**src/rtl/truth_table_sweeper.sv**
```systemverilog
`default_nettype none
// ============================================================================
// Module      : truth_table_sweeper
// Description : Drives every input pattern 0..2^N_IN-1 into a single-output
//               Boolean netlist, captures its y0 response into a 2^N_IN-bit
//               truth table, counts the onset, then streams the table out in
//               OUT_W-bit words over a valid/ready port.
// Revision    : 1.0 - initial release
// ============================================================================
module truth_table_sweeper #(
    parameter int N_IN    = 8,
    parameter int OUT_W   = 32,
    parameter int DUT_LAT = 0
) (
    input  logic              clk,
    input  logic              rst,
    input  logic              start,
    output logic              busy,
    output logic              done,
    output logic [N_IN-1:0]   x,
    input  logic              y0,
    output logic              rd_valid,
    input  logic              rd_ready,
    output logic [OUT_W-1:0]  rd_data,
    output logic              rd_last,
    output logic [N_IN:0]     ones_cnt
);

    localparam int c_DEPTH  = 1 << N_IN;
    localparam int c_NWORDS = c_DEPTH / OUT_W;
    localparam int c_WIDX_W = (c_NWORDS > 1) ? $clog2(c_NWORDS) : 1;
    localparam int c_WSEL   = 1 << c_WIDX_W;
    localparam int c_DR_W   = (DUT_LAT > 1) ? $clog2(DUT_LAT) : 1;

    localparam logic [N_IN-1:0]     c_X_MAX      = {N_IN{1'b1}};
    localparam logic [c_WIDX_W-1:0] c_WIDX_LAST  = c_WIDX_W'(c_NWORDS - 1);
    localparam logic [c_DR_W-1:0]   c_DRAIN_LAST = c_DR_W'((DUT_LAT > 0) ? DUT_LAT - 1 : 0);

    localparam logic [1:0] c_IDLE   = 2'd0;
    localparam logic [1:0] c_SWEEP  = 2'd1;
    localparam logic [1:0] c_DRAIN  = 2'd2;
    localparam logic [1:0] c_STREAM = 2'd3;

    // Reject word widths that do not tile the table evenly.
    if (OUT_W < 1 || (OUT_W & (OUT_W - 1)) != 0 || OUT_W > c_DEPTH) begin : g_bad_params
        $error("truth_table_sweeper: OUT_W must be a power of 2 and <= 2^N_IN");
    end

    logic [1:0]          r_state;
    logic [N_IN-1:0]     r_x;
    logic [c_WIDX_W-1:0] r_widx;
    logic [c_DR_W-1:0]   r_drain;
    logic                r_valid;
    logic                r_done;
    logic [c_DEPTH-1:0]  r_tt;
    logic [N_IN:0]       r_ones;

    logic                w_start_ok;
    logic                w_cap_vld;
    logic [N_IN-1:0]     w_cap_idx;

    // A start arriving in the done cycle belongs to the finished sweep and is dropped.
    assign w_start_ok = (r_state == c_IDLE) && start && !r_done;

    // Capture alignment: pair each y0 sample with the pattern driven DUT_LAT cycles earlier.
    if (DUT_LAT == 0) begin : g_lat0
        assign w_cap_idx = r_x;
        assign w_cap_vld = (r_state == c_SWEEP);
    end else begin : g_latn
        logic [N_IN:0] r_dl [DUT_LAT];

        // Shift {valid, pattern} one stage per cycle alongside the netlist pipeline.
        always_ff @(posedge clk or posedge rst) begin
            if (rst) begin
                for (int i = 0; i < DUT_LAT; i++) begin
                    r_dl[i] <= '0;
                end
            end else begin
                r_dl[0] <= {(r_state == c_SWEEP), r_x};
                for (int i = 1; i < DUT_LAT; i++) begin
                    r_dl[i] <= r_dl[i-1];
                end
            end
        end

        assign w_cap_idx = r_dl[DUT_LAT-1][N_IN-1:0];
        assign w_cap_vld = r_dl[DUT_LAT-1][N_IN];
    end

    // Sequencer: pattern counter, drain timer, word index and handshake tracking.
    always_ff @(posedge clk or posedge rst) begin
        if (rst) begin
            r_state <= c_IDLE;
            r_x     <= '0;
            r_widx  <= '0;
            r_drain <= '0;
            r_valid <= 1'b0;
            r_done  <= 1'b0;
        end else begin
            r_done <= 1'b0;
            case (r_state)
                c_IDLE: begin
                    r_x <= '0;
                    if (w_start_ok) begin
                        r_state <= c_SWEEP;
                    end
                end
                c_SWEEP: begin
                    if (r_x == c_X_MAX) begin
                        if (DUT_LAT == 0) begin
                            r_state <= c_STREAM;
                            r_valid <= 1'b1;
                        end else begin
                            r_state <= c_DRAIN;
                            r_drain <= '0;
                        end
                    end else begin
                        r_x <= r_x + 1'b1;
                    end
                end
                c_DRAIN: begin
                    // The last in-flight response lands on the final drain edge.
                    if (r_drain == c_DRAIN_LAST) begin
                        r_state <= c_STREAM;
                        r_valid <= 1'b1;
                    end else begin
                        r_drain <= r_drain + 1'b1;
                    end
                end
                c_STREAM: begin
                    if (r_valid && rd_ready) begin
                        if (r_widx == c_WIDX_LAST) begin
                            r_state <= c_IDLE;
                            r_valid <= 1'b0;
                            r_done  <= 1'b1;
                            r_widx  <= '0;
                            r_x     <= '0;
                        end else begin
                            r_widx <= r_widx + 1'b1;
                        end
                    end
                end
                default: begin
                    r_state <= c_IDLE;
                end
            endcase
        end
    end

    // Truth table and onset counter: cleared on an accepted start, written by the capture stage.
    always_ff @(posedge clk or posedge rst) begin
        if (rst) begin
            r_tt   <= '0;
            r_ones <= '0;
        end else if (w_start_ok) begin
            r_tt   <= '0;
            r_ones <= '0;
        end else if (w_cap_vld) begin
            r_tt[w_cap_idx] <= y0;
            if (y0) begin
                r_ones <= r_ones + 1'b1;
            end
        end
    end

    // Word view of the table; padding entries only exist when a single word covers it.
    logic [OUT_W-1:0] w_words [c_WSEL];
    for (genvar k = 0; k < c_WSEL; k++) begin : g_word
        if (k < c_NWORDS) begin : g_real
            assign w_words[k] = r_tt[k*OUT_W +: OUT_W];
        end else begin : g_pad
            assign w_words[k] = '0;
        end
    end

    assign busy     = (r_state != c_IDLE);
    assign done     = r_done;
    assign x        = r_x;
    assign rd_valid = r_valid;
    assign rd_data  = r_valid ? w_words[r_widx] : '0;
    assign rd_last  = r_valid && (r_widx == c_WIDX_LAST);
    assign ones_cnt = r_ones;

endmodule
`default_nettype wire

```
**config.mk**
```make
export PLATFORM = sky130hd
export DESIGN_NAME = truth_table_sweeper
export DESIGN_NICKNAME = d
export VERILOG_FILES = /design/src/rtl/truth_table_sweeper.sv
export SDC_FILE = /design/constraint.sdc
export NUM_CORES = 1
export LEC_CHECK = 0
export BUFFER_PORTS_ARGS = -buffer_cell sky130_fd_sc_hd__buf_2
export CAP_MARGIN = 20
export CORE_ASPECT_RATIO = 1.5
export CORE_MARGIN = 10
export CORE_UTILIZATION = 45
export DETAILED_ROUTE_END_ITERATION = 8
export PLACE_DENSITY = 0.7
export SLEW_MARGIN = 10
export SYNTH_ARGS = -nofsm -noshare
export SYNTH_HDL_FRONTEND = slang
export SYNTH_SLANG_ARGS = --single-unit
```
**constraint.sdc**
```tcl
create_clock -name clk -period 14.1 [get_ports clk]
set_input_delay 2.115 -clock clk [delete_from_list [all_inputs] [get_ports clk]]
set_output_delay 2.115 -clock clk [all_outputs]
set_load 0.1 [all_outputs]
```
# Yosys cells after proc, flatten, opt, wreduce, memory -nomap -nowiden
# Cells that the tools add are included.
dict set report classes {
  addsub 4
  n_bitwise 1
  eq_ne 11
  n_mux 32
  reduce_logical 17
  order_cmp 3
}
# cell count
set ops {}
lappend ops {{256-bit 2-to-1 mux} 2}
lappend ops {{256-bit bitwise mux} 1}
lappend ops {{32-bit binary-select mux with 3-bit select} 1}
lappend ops {{32-bit 2-to-1 mux} 3}
lappend ops {{9-bit 2-to-1 mux} 3}
lappend ops {{8-bit 2-to-1 mux} 3}
lappend ops {{8-bit one-hot mux with 3 select lines} 1}
lappend ops {{2-bit 2-to-1 mux} 5}
lappend ops {{2-bit != test (second input constant)} 5}
lappend ops {{5-bit AND reduction} 2}
lappend ops {{9-bit by 1-bit adder with 9-bit output (second input constant)} 1}
lappend ops {{8-bit by 9-bit less-than comparator with 1-bit output (second input constant)} 1}
lappend ops {{1-bit 2-to-1 mux} 9}
lappend ops {{8-bit by 1-bit adder with 8-bit output (second input constant)} 1}
lappend ops {{1-bit demux with 8-bit select} 1}
lappend ops {{8-bit == test (second input constant)} 1}
lappend ops {{8-bit by 1-bit >= comparator with 1-bit output (second input constant)} 1}
lappend ops {{2-bit one-hot mux with 4 select lines} 1}
lappend ops {{2-bit nonzero test} 3}
lappend ops {{3-bit nonzero test} 2}
lappend ops {{1-bit logical AND} 5}
lappend ops {{2-bit == test (second input constant)} 2}
lappend ops {{4-bit >= comparator (second input constant)} 1}
lappend ops {{3-bit inverter with 4-bit output} 1}
lappend ops {{11 further kinds} 12}
dict set report word_totals {
  register_bits 281
  output_inout_bits 53
}

# Logic depth before layout (Yosys ltp)
# Gate-level depths: netlist of run 1.
dict set report depth {
  word_depth 7
  depth_mapped 9
}

# Worst setup path before layout of run 1
# Ideal clock, no wire load.
dict set report synth_path {
  path_kind {flip-flop to output port}
  start {register r_widx[0]}
  end {output rd_data[14]}
  arrival_time_ps 2776
  path_buffers 3
  t_required_ps 11985
  stages_incl_launch_ff 7
  setup_slack_ps 9209
  cell_sequence {dfrtp_1 buf_2 buf_2 buf_2 mux4_2 mux2i_1 nor2b_1}
}
dict set report synth_between {
  elab_chain_cells 5
}
# element line
set synth_lines {}
lappend synth_lines {{start, declared} 51} ;# logic [c_WIDX_W-1:0] r_widx;
lappend synth_lines {{start signal, assigned} 139} ;# r_widx <= r_widx + 1'b1;
lappend synth_lines {{3-bit inverter with 4-bit output (not written as such)} 180} ;# assign rd_data = r_valid ? w_words[r_widx] : '0;
lappend synth_lines {{32-bit binary-select mux with 3-bit select} 180}
lappend synth_lines {{32-bit 2-to-1 mux (not written as such) (2 in series)} 180}
lappend synth_lines {{32-bit 2-to-1 mux} 180}
lappend synth_lines {{end, declared} 24} ;# output logic [OUT_W-1:0] rd_data,
# No other way between the ends. The select of a mux whose other input is x is not followed.

# Worst setup path in the final report of run 1
dict set report layout_path {
  start {register r_widx[0]}
  end {output rd_data[3]}
}
# The elaborated chain is that of the path after synthesis.

==> metrics.md, run 1 <==
| Metric | Value |
|---|---|
| Synth-to-layout area growth | `9.64%` |
| Launch point of the worst path | `r_widx[0]` |
| Pins Over Slew Limit | `0` |
| First-pass GRT wire length | `about 75000 um` |
| Startpoint Class | `flop` |
| Die H | `242 um` |
| Outcome | `finished clean` |
| Multi-input logic area | `7080 um^2` |
| Final TNS setup | `0 ps` |
| Final hold viol count | `0` |
| Routed Antenna Nets | `0` |
| FMAX | `183 MHz` |
| WL/cell | `around 25 um` |
| Worst slew margin | `between 15 and 20%` |
| Clk_skew | `17.5 ps` |
| Initial core utilization | `45.6%` |
| CP Capture Type | `output port` |
| Root Driver | `clkbuf_16` |
| Placed cell count | `around 1900` |
| Origin of the critical flop-to-flop path | `x[5]` |
| Largest net degree at the start of global routing | `111` |
| Number of cell rows | `between 80 and 90` |
| Most frequent cells in the layout | `dfrtp_1, nand3_1, a21oi_1` |
| Max IR drop VDD | `0.000150 V` |
| Resized cells post-CTS | `0` |
| Tightest Pin Transition | `1260 ps` |
| Hold buffers post-CTS | `0` |
| Leakage | `0.00540 uW` |
| GPL Wtd Cong | `0.845` |
| Predominant post-synthesis flop cell | `dfrtp_1` |
| Mean Syn Cell Area | `9.62 um^2` |
| Max clock buf depth | `3` |
| Layout cell share with drive strength beyond 1 | `14.4%` |
| Vias post-DR | `12811` |
| Async set-or-reset flop fraction in the synthesized netlist | `100%` |
| Clock Latency Late Sink | `roughly 570 ps` |
| Drt pass-1 iters | `5` |
| Clock Sinks | `280` |
| Filler cells | `2927` |
| HPWL after detailed placement | `28700 um` |
| Kind of critical path | `flop to output port` |
| EDFF count, synth | `0` |
| Pwr dens | `115 nW/um^2` |
| IO Count | `58` |
| Finished layout cell area | `approximately 16000 um^2` |
| Grt ovf | `0` |
| Reg2reg setup slack | `approximately 11000 ps` |
| Cell Area, Synth | `14800 um^2` |
| Vias in the first global route | `between 10000 and 15000` |
| Via-to-Cell Ratio | `6.68` |
| Ys Warns | `0` |
| Commonest non-fill, non-tap cell in the layout | `dfrtp_1` |
| RSZ-0062 raised after global routing | `false` |
| Post-Syn Nets | `roughly 1600` |
| Max H-tree Level | `1` |
| Number of buffers added on ports | `57` |
| Drt first-iter violations | `1974` |
| Register bit total from synthesis | `280` |
| FF/Latch Area | `7020 um^2` |
| Placed Area | `15200 um^2` |
| WP data arrival | `3350 ps` |
| Die width | `168 um` |
| Postcts setup bufs | `0` |
| Total global routing track utilization | `22.9%` |
| Final core utilization | `between 40% and 50%` |
| Hold crit path type | `flop to flop` |
| Tmin final | `around 5500 ps` |
| DRC Markers | `0` |
| TritonCTS Buffers | `28` |
| Die area | `40700 um^2` |
| Initial antenna violation count | `1` |
| Final setup violation count | `0` |
| CP Max Fanout | `53` |
| Distinct cells, synth | `42` |
| Cells after synthesis | `1540` |
| Sequential area share after synthesis | `47.3%` |
| Max Cap Viol | `0` |
| Min-delay src | `r_tt[61]` |
| Worst Path Required | `~12000 ps` |
| Final #Nets | `1496` |
| Layout Cells excl Fill | `1917` |
| Core footprint | `approximately 33000 um^2` |
| Tcrit/Tclk final | `between 30% and 40%` |
| Clock slew at reported path FFs | `70 ps` |
| Drt total wl | `48500 um` |
| CTS tree | `yes` |
==> worst max-delay path, cell delays in order (launching register included) <==
cell and delay, ps:
dfrtp_4 590, buf_4 830, mux4_2 610, mux2i_1 320, nor2b_1 90, buf_2 300
==> worst paths after layout <==
path | to | cells after the start
setup / recovery | rd_data[3] | 5
hold / removal | r_tt[61] | 2
setup reg to reg | r_tt[231] | 4
hold reg to reg | r_tt[61] | 2
max in group asynchronous | r_widx[0] | 4
min in group asynchronous | r_tt[232] | 2
==> kinds of logic (layout without fill, tap and decap cells) <==
| group | Yosys count | in the layout | share of synthesized area, % |
|---|---|---|---|
| buffers and inverters | 188 | 149 | 5.10 |
| adder cells (fa/ha/maj) | 12 | 12 | 1.01 |
| flip-flops | 280 | 280 | 47.3 |
| AND/OR/NAND/NOR | 445 | 445 | 15.5 |
| AO/OA/AOI/OAI | 476 | 476 | 16.4 |
| XOR/XNOR | 7 | 7 | 0.414 |
| multiplexers | 132 | 132 | 14.3 |
| other | 0 | 1 | 0 |
==> power breakdown <==
part | total, uW | switching [uW] | internal [uW] | leakage (uW)
combinational | 187 | 153 | 33.8 | 0.00218
sequential | 839 | 17.3 | 821 | 0.00272
clock | 837 | 334 | 503 | 0.000499
total | 1860 | 504 | 1360 | 0.00540
==> flip-flops by register name (all words and copies together) (netlist names) <==
register and count:
ones_cnt 9, x 8, r_widx 3, done 1
r_tt 256, r_state 2, rd_valid 1
==> through the flow <==
step | hold WS [ps] | worst slack, ps | total power (uW)
after floorplan | 484 | 4260 | 1000
after global placement | 506 | 9240 | 1040
after detailed placement | 512 | 9200 | 1040
after CTS | 527 | 8620 | 1870
after global routing | 550 | 8480 | 1910
final | 530 | 8630 | 1860
==> per-layer routing <==
metal	part of all wire, %	routed length [um]	global-route usage (%)	up-vias
li1	-	-	-	5469
met1	38	18200	28.7	6447
met2	49	23700	37.4	746
met3	8.1	3940	3.28	149
met4	5.4	2640	12.3	0
met5	0	0	0	-
==> cell type report <==
type                       instances  share of cell area (%)
clock inverter                    14                    1.48
sequential                       280                    43.2
timing repair buffer              89                    3.47
tap                              415                    3.20
multi-input combinational       1072                    43.6
inverter                           8                   0.231
clock buffer                      38                    4.85
antenna                            1                  0.0154
==> cells in the mapped netlist, drive strengths merged, types with 3 or more instances <==
cell type | count | area (um^2)
dfrtp | 280 | 7010
xor2 | 4 | 35.0
mux2 | 3 | 33.8
and3 | 16 | 100
nand4 | 23 | 144
inv | 8 | 30.0
a21oi | 231 | 1160
nand2b | 5 | 31.3
o31ai | 4 | 30.0
nand2 | 31 | 116
nor3 | 6 | 55.1
clkbuf | 135 | 507
buf | 45 | 219
mux4 | 64 | 1440
o21ai | 232 | 1160
mux2i | 65 | 651
ha | 12 | 150
xnor2 | 3 | 26.3
nor2 | 53 | 199
nand3 | 256 | 1280
nor2b | 38 | 238
and2 | 8 | 50.0
Power figures use the tool's default switching activity.
==> run 2: changes to the inputs <==
--- a/config.mk
+++ b/config.mk
@@ -11,7 +11,7 @@
 export CORE_MARGIN = 10
 export CORE_UTILIZATION = 45
 export DETAILED_ROUTE_END_ITERATION = 8
-export PLACE_DENSITY = 0.7
+export PLACE_DENSITY = 0.72
 export SLEW_MARGIN = 10
 export SYNTH_ARGS = -nofsm -noshare
 export SYNTH_HDL_FRONTEND = slang
==> constraint.sdc (replaced) <==
create_clock -name clk -period 4.5 [get_ports clk]
set_input_delay 0.675 -clock clk [delete_from_list [all_inputs] [get_ports clk]]
set_output_delay 0.675 -clock clk [all_outputs]
set_load 0.1 [all_outputs]
==> metrics.md, run 2 (synthesis results as in run 1) <==
| Metric | Value |
|---|---|
| Final hold viol count | `0` |
| Via-to-Cell Ratio | `6.68` |
| CP Max Fanout | `27` |
| Max reg flops | `256` |
| Outcome | `finished clean` |
| Grt ovf | `0` |
| Total global routing track utilization | `23.2%` |
| Leakage | `0.00551 uW` |
| WP data arrival | `2950 ps` |
| Drt pass-1 iters | `6` |
| Hold crit path type | `input port to async pin` |
| Pwr dens | `361 nW/um^2` |
| Clk_skew | `17.8 ps` |
| Clock Sinks | `280` |
| Die width | `168 um` |
| RSZ-0062 raised after global routing | `false` |
| Die area | `roughly 41000 um^2` |
| Tmin final | `3620 ps` |
| Most frequent cells in the layout | `dfrtp_1, nand3_1, a21oi_1` |
| Core footprint | `32500 um^2` |
| DRC Markers | `0` |
| Initial antenna violation count | `1` |
| Root Driver | `clkbuf_16` |
| Most flops, register | `r_tt` |
| Vias post-DR | `12840` |
| Clock Latency Late Sink | `570 ps` |
| Number of cell rows | `roughly 80` |
| Commonest non-fill, non-tap cell in the layout | `dfrtp_1` |
| Resized cells post-CTS | `0` |
| Kind of critical path | `flop to output port` |
| Final #Nets | `1502` |
| GPL Wtd Cong | `about 0.94` |
| Number of buffers added on ports | `57` |
| TritonCTS Buffers | `28` |
| Tightest Pin Transition | `1170 ps` |
| Initial core utilization | `around 46%` |
| Max clock buf depth | `3` |
| Layout Cells excl Fill | `around 1900` |
| Clock slew at reported path FFs | `70 ps` |
| Routed Antenna Nets | `0` |
| Max IR drop VDD | `0.000451 V` |
| WL/cell | `25.4 um` |
| Vias in the first global route | `roughly 13000` |
| Pins Over Slew Limit | `0` |
| Drt total wl | `48800 um` |
| Max H-tree Level | `1` |
| Startpoint Class | `flop` |
| Layout cell share with drive strength beyond 1 | `14.9%` |
| Worst slew margin | `21.7%` |
| IO Count | `58` |
| Largest net degree at the start of global routing | `159` |
| Die H | `242 um` |
| Synth-to-layout area growth | `11.0%` |
| First-pass GRT wire length | `75900 um` |
| Tcrit/Tclk final | `80.5%` |
| Overall power | `5940 uW` |
| Drt first-iter violations | `2137` |
| Worst Path Required | `~3800 ps` |
| FMAX | `approximately 280 MHz` |
| N_diodes | `0` |
| HPWL after detailed placement | `roughly 29000 um` |
| Hold buffers post-CTS | `0` |
| Final setup violation count | `0` |
| Final TNS setup | `0 ps` |
| Postcts setup bufs | `0` |
| Max Cap Viol | `0` |
| CTS tree | `yes` |
| Placed cell count | `roughly 1900` |
| Filler cells | `2849` |
| CP Capture Type | `output port` |
[run 2: report_power, final]
group | internal, uW | switching (uW) | leakage, uW
combinational | 107 | 477 | 0.00227
clock | 1690 | 1030 | 0.000525
sequential | 2570 | 56.1 | 0.00272
total | 4370 | 1570 | 0.00551
[run 2: final cells by class]
cell class | count | area (um^2) | area share, %
Timing Repair Buffer | 95 | 698 | 4.24
Multi-Input combinational cell | 1072 | 7100 | 43.2
Inverter | 8 | 33.8 | 0.205
Sequential cell | 280 | 7020 | 42.6
Clock inverter | 14 | 253 | 1.54
Clock buffer | 38 | 830 | 5.04
Tap cell | 415 | 519 | 3.16
[run 2: routing by layer]
layer / track usage [%] / routed length (um) / up-vias
li1: - / - / 5491
met1: 28.7 / 17600 / 6355
met2: 36.8 / 23700 / 813
met3: 4.16 / 4690 / 181
met4: 14.1 / 2820 / 0
met5: 0 / 0 / -
[run 2: path summary, 6_finish.rpt]
kind                       startpoint          to  slack [ps]  depth (start not counted)
min                               rst   r_tt[206]         250                          2
min in group clk             rd_ready        done         400                          2
max reg2reg                      x[4]   r_tt[220]        1590                          4
max in group asynchronous         rst   r_widx[1]        3150                          3
max                         r_widx[0]  rd_data[3]         880                          5
min reg2reg                  r_tt[53]    r_tt[53]         530                          2
[run 2: worst max-delay path: stages (launching register included)]
cell and delay, ps:
dfrtp_4 790, buf_4 400, mux4_2 540, mux2i_1 240, nor2b_1 80, buf_2 300
[run 2: stage by stage]
stage | setup WS [ps] | hold WS (ps) | instance area, um^2 | util (%)
floorplan | 118 | 484 | 14800 | -
global placement | 1480 | 503 | 15300 | 46.9
detailed placement | 1470 | 517 | 15300 | 47.1
CTS | 859 | 265 | 16400 | 50.4
global route | 777 | 304 | 16500 | 50.6
finish | 879 | 251 | 16500 | 50.6
==> run 3: changes to the inputs <==
--- a/config.mk
+++ b/config.mk
@@ -5,6 +5,7 @@
 export SDC_FILE = /design/constraint.sdc
 export NUM_CORES = 1
 export LEC_CHECK = 0
+export ABC_AREA = 1
 export BUFFER_PORTS_ARGS = -buffer_cell sky130_fd_sc_hd__buf_2
 export CAP_MARGIN = 20
 export CORE_ASPECT_RATIO = 1.5
==> constraint.sdc (replaced) <==
create_clock -name clk -period 2.96 [get_ports clk]
set_input_delay 0.444 -clock clk [delete_from_list [all_inputs] [get_ports clk]]
set_output_delay 0.444 -clock clk [all_outputs]
set_load 0.1 [all_outputs]
==> metrics.md, run 3 <==
| Metric | Value |
|---|---|
| Tmin final | `2900 ps` |
| Filler cells | `3458` |
| Top post-synthesis cells by count | `nand2_1, inv_1, dfrtp_1` |
| Max Cap Viol | `0` |
| Metal2 WL | `26900 um` |
| Max reg flops | `roughly 260` |
| GPL Wtd Cong | `~0.88` |
| TritonCTS Buffers | `29` |
| Final setup violation count | `0` |
| Placed cell count | `2766` |
| Worst slew margin | `a little over a quarter` |
| Worst Hold Slack | `around 150 ps` |
| N_diodes | `0` |
| Layout cell share with drive strength beyond 1 | `10.3%` |
| Int Power | `8330 uW` |
| Top routing layer in use | `met4` |
| Final hold viol count | `0` |
| Drt pass-1 iters | `6` |
| Pwr dens | `904 nW/um^2` |
| Ys Warns | `0` |
| Sequential area share after synthesis | `42.6%` |
| Initial antenna violation count | `0` |
| Synth-to-layout area growth | `12.4%` |
| Crit path cell chain | `buf_12 > a21oi_1 > o21ai_0 > nand2_1 > nor2_1 > nor2_2 > buf_4` |
| Sw Ratio | `50.2%` |
| Hold crit path type | `input port to flop` |
| CP Max Fanout | `25` |
| Final setup margin | `about 60 ps` |
| Ranking of synthesized cells by area | `dfrtp_1, nand2_1, inv_1` |
| Commonest non-fill, non-tap cell in the layout | `nand2_1` |
| Final core utilization | `between 50% and 60%` |
| Outcome | `finished clean` |
| WL/cell | `20.4 um` |
| HPWL after detailed placement | `~34000 um` |
| FF/Latch Area | `roughly 7000 um^2` |
| Routed met1 length | `21400 um` |
| WP data arrival | `2450 ps` |
| Final #Nets | `approximately 2300` |
| Vias in the first global route | `approximately 16000` |
| Worst Path Required | `around 2500 ps` |
| Number of cell rows | `85` |
| DR WL met3 | `5390 um` |
| Post-synth top area share | `42.6%` |
| Cells after synthesis | `2338` |
| Multi-input logic area | `~7300 um^2` |
| Clock power frac | `22.6%` |
| Startpoint Class | `flop` |
| Via-to-Cell Ratio | `5.82` |
| Reg power frac | `25.2%` |
| Slowest-stage cell, CP | `dfrtp_4` |
| Cell Area, Synth | `16500 um^2` |
| Setup WS pre-CTS | `303 ps` |
| EDFF count, synth | `0` |
| Total global routing track utilization | `25.2%` |
| Clock Sinks | `280` |
| Root Driver | `clkbuf_16` |
| Kind of critical path | `flop to output port` |
| Post-Syn Nets | `2355` |
| Net Sw Power | `8390 uW` |
| Clk_skew | `17.5 ps` |
| CTS tree | `yes` |
| CP Capture Type | `output port` |
| Core footprint | `36100 um^2` |
| Die width | `176 um` |
| Pins Over Slew Limit | `0` |
| Buf/Inv on CP | `2` |
| Predominant post-synthesis flop cell | `dfrtp_1` |
| FMAX | `345 MHz` |
| Vias post-DR | `~16000` |
| Layout Cells excl Fill | `2819` |
| Most frequent cells in the layout | `nand2_1, inv_1, dfrtp_1` |
| Clock Latency Late Sink | `between 500 and 600 ps` |
| Die area | `about 45000 um^2` |
| Tightest Pin Transition | `between 1000 and 1500 ps` |
| Tcrit/Tclk final | `97.9%` |
| Top delay family on crit path | `flip-flops` |
| Drt total wl | `57500 um` |
| Number of buffers added on ports | `57` |
| Drt first-iter violations | `2022` |
| Clock slew at reported path FFs | `60 ps` |
| Max clock buf depth | `3` |
| Max H-tree Level | `1` |
| DRC Markers | `0` |
| First-pass GRT wire length | `89900 um` |
| Async set-or-reset flop fraction in the synthesized netlist | `100%` |
| Initial core utilization | `between 40% and 50%` |
| Distinct cells, synth | `30` |
| Max IR drop VDD | `0.000769 V` |
| Comb pwr share | `52.2%` |
| Die H | `254 um` |
| Mean Syn Cell Area | `a little over 7 um^2` |
| Max incr delay on CP | `590 ps` |
| Most flops, register | `r_tt` |
| Register bit total from synthesis | `280` |
| Largest area contributor in the netlist | `dfrtp_1` |
| IO Count | `between 50 and 60` |
| Final TNS setup | `0 ps` |
| Grt ovf | `0` |
| Routed Antenna Nets | `0` |
| Most frequent cell after synthesis | `nand2_1` |
| Largest net degree at the start of global routing | `132` |
| Leakage | `approximately 0.0095 uW` |
[run 3: layout make-up]
type                    instances  share of cell area (%)
inverters                     370                    7.56
repair buffers                126                    6.52
multi-input cells            1514                    39.6
clock inverters                12                   0.785
well taps                     478                    3.23
clock buffers                  39                    4.34
flip-flops and latches        280                    37.9
[run 3: cell families (layout without fill, tap and decap cells)]
kind of cell / after synthesis / in the layout / share of synthesized area, %
AOI/OAI and AO/OA: 446 / 446 / 16.4
adders and majority gates: 12 / 12 / 0.912
and+or+nand+nor: 1055 / 1055 / 26.6
buffers and inverters: 544 / 547 / 13.4
DFF: 280 / 280 / 42.6
muxes: 1 / 1 / 0.0684
[run 3: through the flow]
step / cell area (um^2) / power (uW)
floorplan: 16500 / 10400
finish: 18500 / 16700
global placement: 17400 / 12600
global route: 18500 / 17400
detailed placement: 17400 / 12700
CTS: 18400 / 16600
[run 3: path summary, 6_finish.rpt]
kind / slack (ps) / start / endpoint / depth (start not counted)
setup reg to reg: 190 / r_state[0] / r_tt[13] / 8
hold / removal: 150 / rd_ready / done / 3
min in group asynchronous: 380 / rst / r_tt[232] / 3
max in group asynchronous: 1710 / rst / r_widx[0] / 4
hold reg to reg: 520 / ones_cnt[3] / ones_cnt[3] / 1
setup / recovery: 60 / r_widx[0] / rd_data[6] / 7
[run 3: power by group through the flow]
stage / Sequential, uW / Clock, uW / Combinational (uW)
detailed placement: 4290 / 0 / 8400
finish: 4210 / 3780 / 8730
CTS: 4220 / 3800 / 8560
floorplan: 4450 / 0 / 5910
global placement: 4280 / 0 / 8340
global route: 4230 / 3940 / 9230
[run 3: per-layer routing]
layer  up-vias  track usage, %
li1       7479               -
met1      7813            30.2
met2       912            41.3
met3       215            4.50
met4         0            15.4
met5         -               0
[run 3: repair_timing]
item,CTS,global route
hold buffers,1,0
buffers inserted,0,1
gates resized for setup,22,9
pin swaps,0,1
endpoints found under the hold margin,2,0
setup endpoints to repair,20,26
[run 3: worst register-to-register path: stages (launching register included)]
cell	delay [ps]
dfrtp_1	430
inv_1	90
ha_1	220
nand2_1	110
nor2_4	70
nor2_4	700
buf_4	730
o21ai_0	290
inv_1	80
